$ cat config.mk
export PLATFORM = sky130hd
export DESIGN_NAME = cplq_multi_manager
export DESIGN_NICKNAME = d
export VERILOG_FILES = /design/src/rtl/cplq_multi_manager.sv
export SDC_FILE = /design/constraint.sdc
export NUM_CORES = 1
export LEC_CHECK = 0
export CORE_MARGIN = 1
export CORE_UTILIZATION = 47
export CTS_CLUSTER_SIZE = 30
export DETAILED_ROUTE_END_ITERATION = 8
export PLACE_DENSITY = 0.88
export SETUP_SLACK_MARGIN = 0.02
export SYNTH_ARGS = -nofsm -noshare
export SYNTH_HDL_FRONTEND = slang
export SYNTH_SLANG_ARGS = --single-unit
$ cat constraint.sdc
create_clock -name aclk -period 4.5 [get_ports aclk]
set_input_delay 0.9 -clock aclk [delete_from_list [all_inputs] [get_ports aclk]]
set_output_delay 0.9 -clock aclk [all_outputs]
set_load 0.005 [all_outputs]
$ cat src/rtl/cplq_multi_manager.sv
// Completion-queue manager: polls one of NUM_QUEUES host-memory completion queues until N
// entries with the expected phase are consumed, then rings that queue's head doorbell.
module cplq_multi_manager #(
  parameter int                    NUM_QUEUES       = 4,
  parameter int                    ENTRY_ADDR_WIDTH = 6,
  parameter int                    ENTRY_WIDTH      = 128,
  parameter int                    PHASE_BIT        = 112,
  parameter int                    ADDR_WIDTH       = 32,
  parameter logic [ADDR_WIDTH-1:0] QUEUE_BASE_ADDR  = 32'h7600_0000,
  parameter logic [ADDR_WIDTH-1:0] QUEUE_STRIDE     = 32'h400,
  parameter int                    POLL_GAP         = 4,
  localparam int                   QID_W            = (NUM_QUEUES > 1) ? $clog2(NUM_QUEUES) : 1
) (
  input  logic                        aclk,
  input  logic                        reset,
  input  logic                        go,
  input  logic [QID_W-1:0]            qid,
  input  logic [31:0]                 num_cmds_to_wait,
  output logic                        busy,
  output logic                        done,
  output logic [15:0]                 err_count,
  output logic                        rd_req_valid,
  input  logic                        rd_req_ready,
  output logic [ADDR_WIDTH-1:0]       rd_req_addr,
  input  logic                        rd_rsp_valid,
  input  logic [ENTRY_WIDTH-1:0]      rd_rsp_data,
  output logic                        db_valid,
  input  logic                        db_ready,
  output logic [QID_W-1:0]            db_qid,
  output logic [ENTRY_ADDR_WIDTH-1:0] db_head
);

  localparam int GAP_W = (POLL_GAP > 1) ? $clog2(POLL_GAP) : 1;
  localparam int HI_W  = ENTRY_WIDTH - PHASE_BIT;

  typedef enum logic [2:0] {
    S_IDLE, S_ISSUE, S_WAIT_RSP, S_CHECK, S_GAP, S_DOORBELL, S_DONE
  } state_t;

  state_t                      state_reg, state_next;
  logic [QID_W-1:0]            qid_reg;
  logic [31:0]                 count_reg;
  logic [HI_W-1:0]             entry_hi_reg;
  logic [GAP_W-1:0]            gap_cnt_reg;
  logic [15:0]                 err_count_reg;
  logic [ENTRY_ADDR_WIDTH-1:0] head_reg [NUM_QUEUES];
  logic [NUM_QUEUES-1:0]       phase_reg;

  logic [QID_W-1:0]            qid_sel;
  logic [ENTRY_ADDR_WIDTH-1:0] cur_head;
  logic                        phase_match;
  logic                        consume;
  logic                        entry_err;
  logic                        unused_rsp_bits;

  // Only the phase tag and status field matter; the rest of the entry is dropped.
  assign unused_rsp_bits = ^rd_rsp_data[PHASE_BIT-1:0];

  assign qid_sel     = ({{(32-QID_W){1'b0}}, qid} < NUM_QUEUES) ? qid : '0;
  assign cur_head    = head_reg[qid_reg];
  assign phase_match = (entry_hi_reg[0] == phase_reg[qid_reg]);
  assign entry_err   = |entry_hi_reg[HI_W-1:1];
  assign consume     = (state_reg == S_CHECK) && phase_match;

  assign busy         = (state_reg != S_IDLE) && (state_reg != S_DONE);
  assign done         = (state_reg == S_DONE);
  assign err_count    = err_count_reg;
  assign rd_req_valid = (state_reg == S_ISSUE);
  assign rd_req_addr  = QUEUE_BASE_ADDR + ADDR_WIDTH'(qid_reg) * QUEUE_STRIDE
                      + (ADDR_WIDTH'(cur_head) << 4);
  assign db_valid     = (state_reg == S_DOORBELL);
  assign db_qid       = qid_reg;
  assign db_head      = cur_head;

  always_comb begin
    state_next = state_reg;
    case (state_reg)
      S_IDLE:     if (go) state_next = (num_cmds_to_wait == 32'd0) ? S_DOORBELL : S_ISSUE;
      S_ISSUE:    if (rd_req_ready) state_next = S_WAIT_RSP;
      S_WAIT_RSP: if (rd_rsp_valid) state_next = S_CHECK;
      S_CHECK: begin
        if (!phase_match)            state_next = S_GAP;
        else if (count_reg == 32'd1) state_next = S_DOORBELL;
        else                         state_next = S_ISSUE;
      end
      S_GAP:      if (gap_cnt_reg == GAP_W'(POLL_GAP - 1)) state_next = S_ISSUE;
      S_DOORBELL: if (db_ready) state_next = S_DONE;
      S_DONE:     state_next = S_IDLE;
      default:    state_next = S_IDLE;
    endcase
  end

  always_ff @(posedge aclk) begin
    if (reset) begin
      state_reg     <= S_IDLE;
      qid_reg       <= '0;
      count_reg     <= '0;
      entry_hi_reg  <= '0;
      gap_cnt_reg   <= '0;
      err_count_reg <= '0;
    end else begin
      state_reg <= state_next;
      if (state_reg == S_IDLE && go) begin
        qid_reg   <= qid_sel;
        count_reg <= num_cmds_to_wait;
      end
      if (state_reg == S_WAIT_RSP && rd_rsp_valid)
        entry_hi_reg <= rd_rsp_data[ENTRY_WIDTH-1:PHASE_BIT];
      if (consume) begin
        count_reg <= count_reg - 32'd1;
        if (entry_err && err_count_reg != 16'hFFFF)
          err_count_reg <= err_count_reg + 16'd1;
      end
      gap_cnt_reg <= (state_reg == S_GAP) ? gap_cnt_reg + 1'b1 : '0;
    end
  end

  // Per-queue ring state; the phase flips on the same edge the head wraps to 0.
  genvar gi;
  generate
    for (gi = 0; gi < NUM_QUEUES; gi++) begin : g_queue
      always_ff @(posedge aclk) begin
        if (reset) begin
          head_reg[gi]  <= '0;
          phase_reg[gi] <= 1'b1;
        end else if (consume && qid_reg == QID_W'(gi)) begin
          head_reg[gi] <= head_reg[gi] + 1'b1;
          if (&head_reg[gi])
            phase_reg[gi] <= ~phase_reg[gi];
        end
      end
    end
  endgenerate

endmodule

==> impl_metrics.py <==
metrics = {
    "cells_and_area": {
        "layout-drive-gt1-share_pct": 6.892,
        "final_nets": 882,
        "syn_to_final_growth_pct": 20.15,
        "number_of_flip_flops_under_the_largest_register_name": 32,
        "area_taken_by_multi_input_logic_gates_um2": 3018,
        "register_area_um2": 2262,
        "diodes": 0,
        "fillCellCount": 1010,
    },
    "synth": {
        "synth_seq_area_share_pct": 40.38,
        "postSynthRegisterBits": 101,
        "yosysUniqueCellTypes": 59,
        "yosysWarnings": 0,
        "synth_enable_flop_cells": 24,
        "synth_async_sr_flop_share_pct": 0,
        "synth_top_flop_cell": "sky130_fd_sc_hd__dfxtp_1",
        "cell_area_after_synthesis_um2": 5602,
        "mean_syn_cell_area_um2": 8.725,
        "synthCells": 642,
    },
    "worst_setup_path": {
        "slowest_delay_ns": 0.63,
        "critical_path_required_ns": 4.73,
        "data_arrival_time_at_the_worst_slack_endpoint_ns": 3.12,
        "timing_worst_setup_path_type": "reg2reg",
        "end_kind": "flop",
        "ordered_cell_list_for_the_critical_path": "mux4_2, xnor2_2, nand2_1, buf_4, nor4_1, mux2_2",
        "worst-path-max-fanout": 23,
        "critical-path-top-delay-family": "multiplexers",
        "slowest_stage_cell_crit_path": "sky130_fd_sc_hd__mux4_2",
        "critical_path_buf_inv_count": 1,
        "worst_setup_path_start_kind": "flop",
    },
    "cts": {
        "worstSkewPairLatency_ns": 0.34,
        "numClockSinks": 101,
        "cts.repair.resized": 0,
        "ctsHoldBuffers": 0,
        "clk_transition_reported_paths_ns": 0.07,
        "tritoncts": "done",
        "clockBufferDepth": 2,
        "clockRootBuffer": "sky130_fd_sc_hd__clkbuf_16",
        "htreeDepth": 3,
        "post_cts.repair.setup_buffers": 0,
        "cts_inserted_buffers": 9,
    },
    "placement": {
        "dp_hpwl_mm": 10.25,
        "io_buffer_count": 91,
        "dp_slack_ns": 1.712,
        "gp_routability_congestion": 0.8861,
    },
    "pwr": {
        "switchingPower_uw": 618.9,
        "power_switching_share_pct": 28.01,
        "p_int_uw": 1591,
        "power-per-cell-area_nw_per_um2": 328.3,
        "combinationalPowerShare_pct": 18.4,
        "pwr-share-clk_pct": 34.9,
        "vdd_ir_drop_max_mv": 0.1668,
        "leakage_uw": 0.002303,
        "p_seq_share_pct": 46.7,
    },
    "sta": {
        "final_setup_margin_ns": 1.608,
        "setup_skew_ns": 0.01246,
        "fmaxAchievable_mhz": 345.8,
        "final_hold_viol_count": 0,
        "setup_repair_after_global_routing_missed_its_margin": "false",
        "tightestPinTransition_ns": 1.020,
        "finalCriticalPeriod_ns": 2.892,
        "setup_tns_ns": 0,
        "slew-limit-headroom_pct": 31.36,
        "setup_viol": 0,
        "period_share_pct": 64.27,
        "slew_viol_final": 0,
    },
    "hold_path": {
        "worstHoldPathType": "reg2reg",
    },
    "floorplan": {
        "die_height_um": 111.2,
        "core_um2": 11520,
        "start_util_pct": 48.64,
        "die_area_um2": 12360,
        "die_width_um": 111.2,
        "rows": 39,
        "num_io_pins": 228,
    },
    "drt": {
        "drt_iter0_drc": 401,
        "num_vias": 5157,
        "detailedRoute.firstPassIterationCount": 8,
        "drt-total-wl_mm": 14.19,
        "ant_nets": 0,
        "drc": 15,
        "ratio_of_routed_vias_to_standard_cells": 6.039,
        "avgRoutedWirePerCell_um": 16.61,
    },
    "outcome": {
        "failed_checks": "design-rule violations",
        "run_status": "complete, but fails checks",
    },
    "global_route": {
        "grt_pass1_wl_mm": 23.26,
        "antenna_found_initial": 0,
        "grt_remaining_overflow": 0,
        "maximum_number_of_pins_on_one_net_before_global_route_repair": 75,
        "gr_util_all_layers_pct": 22.88,
        "vias_in_the_first_global_route": 4902,
    },
    "run": {
        "number_of_maximum_capacitance_constraint_violations": 0,
    },
}
[layout by cell type (no fill, tap or decap), drive strengths merged, types with 10 or more instances in the layout]
master and instances:
nand2 76, edfxtp 24, nor2b 11, a31oi 14, nand4 21, conb 24
clkbuf 11, nor2 50, dfxtp 77, clkdlybuf4s50 90, nor4 28, or2 10
a21oi 46, nand3 30, o21ai 11, xor2 14, inv 12, and3 12
[cell type report]
cell class,instances,share of cell area [%]
multi-input combinational,488,44.84
sequential,101,33.61
inverter,10,0.5577
clock buffer,11,3.458
clock inverter,5,0.8552
timing repair buffer,96,14.02
tap,143,2.658
[per-layer routing]
metal	up-vias	routed length, um	track usage (%)
li1	2460	-	-
met5	-	0	0
met1	2416	5936	28.74
met4	0	357	9.640
met2	251	6751	38.54
met3	30	1139	4.155
[power groups by stage]
stage,combinational [uW],sequential [uW],clock (uW)
2_1_floorplan,282,1030,0
3_3_place_gp,382,1040,0
3_5_place_dp,395,1050,0
4_1_cts,399,1030,776
5_1_grt,441,1040,819
6_report,406,1030,772
[synthesized netlist by cell type, types with 3 or more instances]
| master | number | share of area [%] |
|---|---|---|
| sky130_fd_sc_hd__a21o_1 | 3 | 0.40 |
| sky130_fd_sc_hd__a21oi_1 | 46 | 4.1 |
| sky130_fd_sc_hd__a2bb2oi_1 | 4 | 0.63 |
| sky130_fd_sc_hd__a31oi_1 | 14 | 1.6 |
| sky130_fd_sc_hd__and2_1 | 4 | 0.45 |
| sky130_fd_sc_hd__and3_1 | 12 | 1.3 |
| sky130_fd_sc_hd__and4_1 | 9 | 1.4 |
| sky130_fd_sc_hd__buf_4 | 32 | 4.3 |
| sky130_fd_sc_hd__clkbuf_1 | 29 | 1.9 |
| sky130_fd_sc_hd__dfxtp_1 | 77 | 28 |
| sky130_fd_sc_hd__edfxtp_1 | 24 | 13 |
| sky130_fd_sc_hd__ha_1 | 8 | 1.8 |
| sky130_fd_sc_hd__inv_1 | 10 | 0.67 |
| sky130_fd_sc_hd__mux2_2 | 8 | 1.6 |
| sky130_fd_sc_hd__mux2i_1 | 3 | 0.54 |
| sky130_fd_sc_hd__mux4_2 | 7 | 2.8 |
| sky130_fd_sc_hd__nand2_1 | 76 | 5.1 |
| sky130_fd_sc_hd__nand2b_1 | 4 | 0.45 |
| sky130_fd_sc_hd__nand3_1 | 30 | 2.7 |
| sky130_fd_sc_hd__nand4_1 | 21 | 2.3 |
| sky130_fd_sc_hd__nor2_1 | 50 | 3.4 |
| sky130_fd_sc_hd__nor2b_1 | 11 | 1.2 |
| sky130_fd_sc_hd__nor3_1 | 9 | 0.80 |
| sky130_fd_sc_hd__nor4_1 | 27 | 3.0 |
| sky130_fd_sc_hd__o211ai_1 | 7 | 0.94 |
| sky130_fd_sc_hd__o21a_1 | 3 | 0.40 |
| sky130_fd_sc_hd__o21ai_0 | 11 | 0.98 |
| sky130_fd_sc_hd__o2bb2a_1 | 4 | 0.71 |
| sky130_fd_sc_hd__o311ai_0 | 9 | 1.4 |
| sky130_fd_sc_hd__o31ai_1 | 5 | 0.67 |
| sky130_fd_sc_hd__o41ai_1 | 4 | 0.63 |
| sky130_fd_sc_hd__or2_2 | 9 | 1.0 |
| sky130_fd_sc_hd__or3_1 | 8 | 0.89 |
| sky130_fd_sc_hd__or4_1 | 9 | 1.2 |
| sky130_fd_sc_hd__xnor2_1 | 7 | 1.1 |
| sky130_fd_sc_hd__xor2_1 | 13 | 2.0 |
[stage by stage]
stage                     instances  total power, uW  util, %  area, um2  hold slack, ns
final                           854             2210    58.44       6730          0.4262
after global routing            854             2299    58.44       6730          0.4593
after CTS                       854             2206    58.44       6730          0.4325
after detailed placement        838             1445    55.92       6440          0.4168
after global placement          838             1427    55.92       6440          0.4059
after floorplan                 664             1308        -       5684          0.3960
[final timing paths]
| check | to | cells past startpoint | from | slack, ns |
|---|---|---|---|---|
| worst max-delay path | err_count[8] | 6 | db_qid[0] | 1.61 |
| worst min-delay path | gap_cnt_reg[0] | 1 | gap_cnt_reg[0] | 0.43 |
| worst max register to register | err_count[8] | 6 | db_qid[0] | 1.61 |
| worst min register to register | gap_cnt_reg[0] | 1 | gap_cnt_reg[0] | 0.43 |
[logic make-up (layout without fill, tap and decap cells)]
group / Yosys count / count (layout) / share of synthesized area (%)
simple gates: 291 / 291 / 27.09
flops: 101 / 101 / 40.38
xor+xnor: 22 / 22 / 3.708
other cells: 2 / 24 / 0.1341
mux: 18 / 18 / 4.959
fa+ha+maj: 8 / 8 / 1.787
buf+inv: 75 / 122 / 7.215
compound gates: 125 / 125 / 14.72
Note: power is estimated with default switching activity, not from simulation.
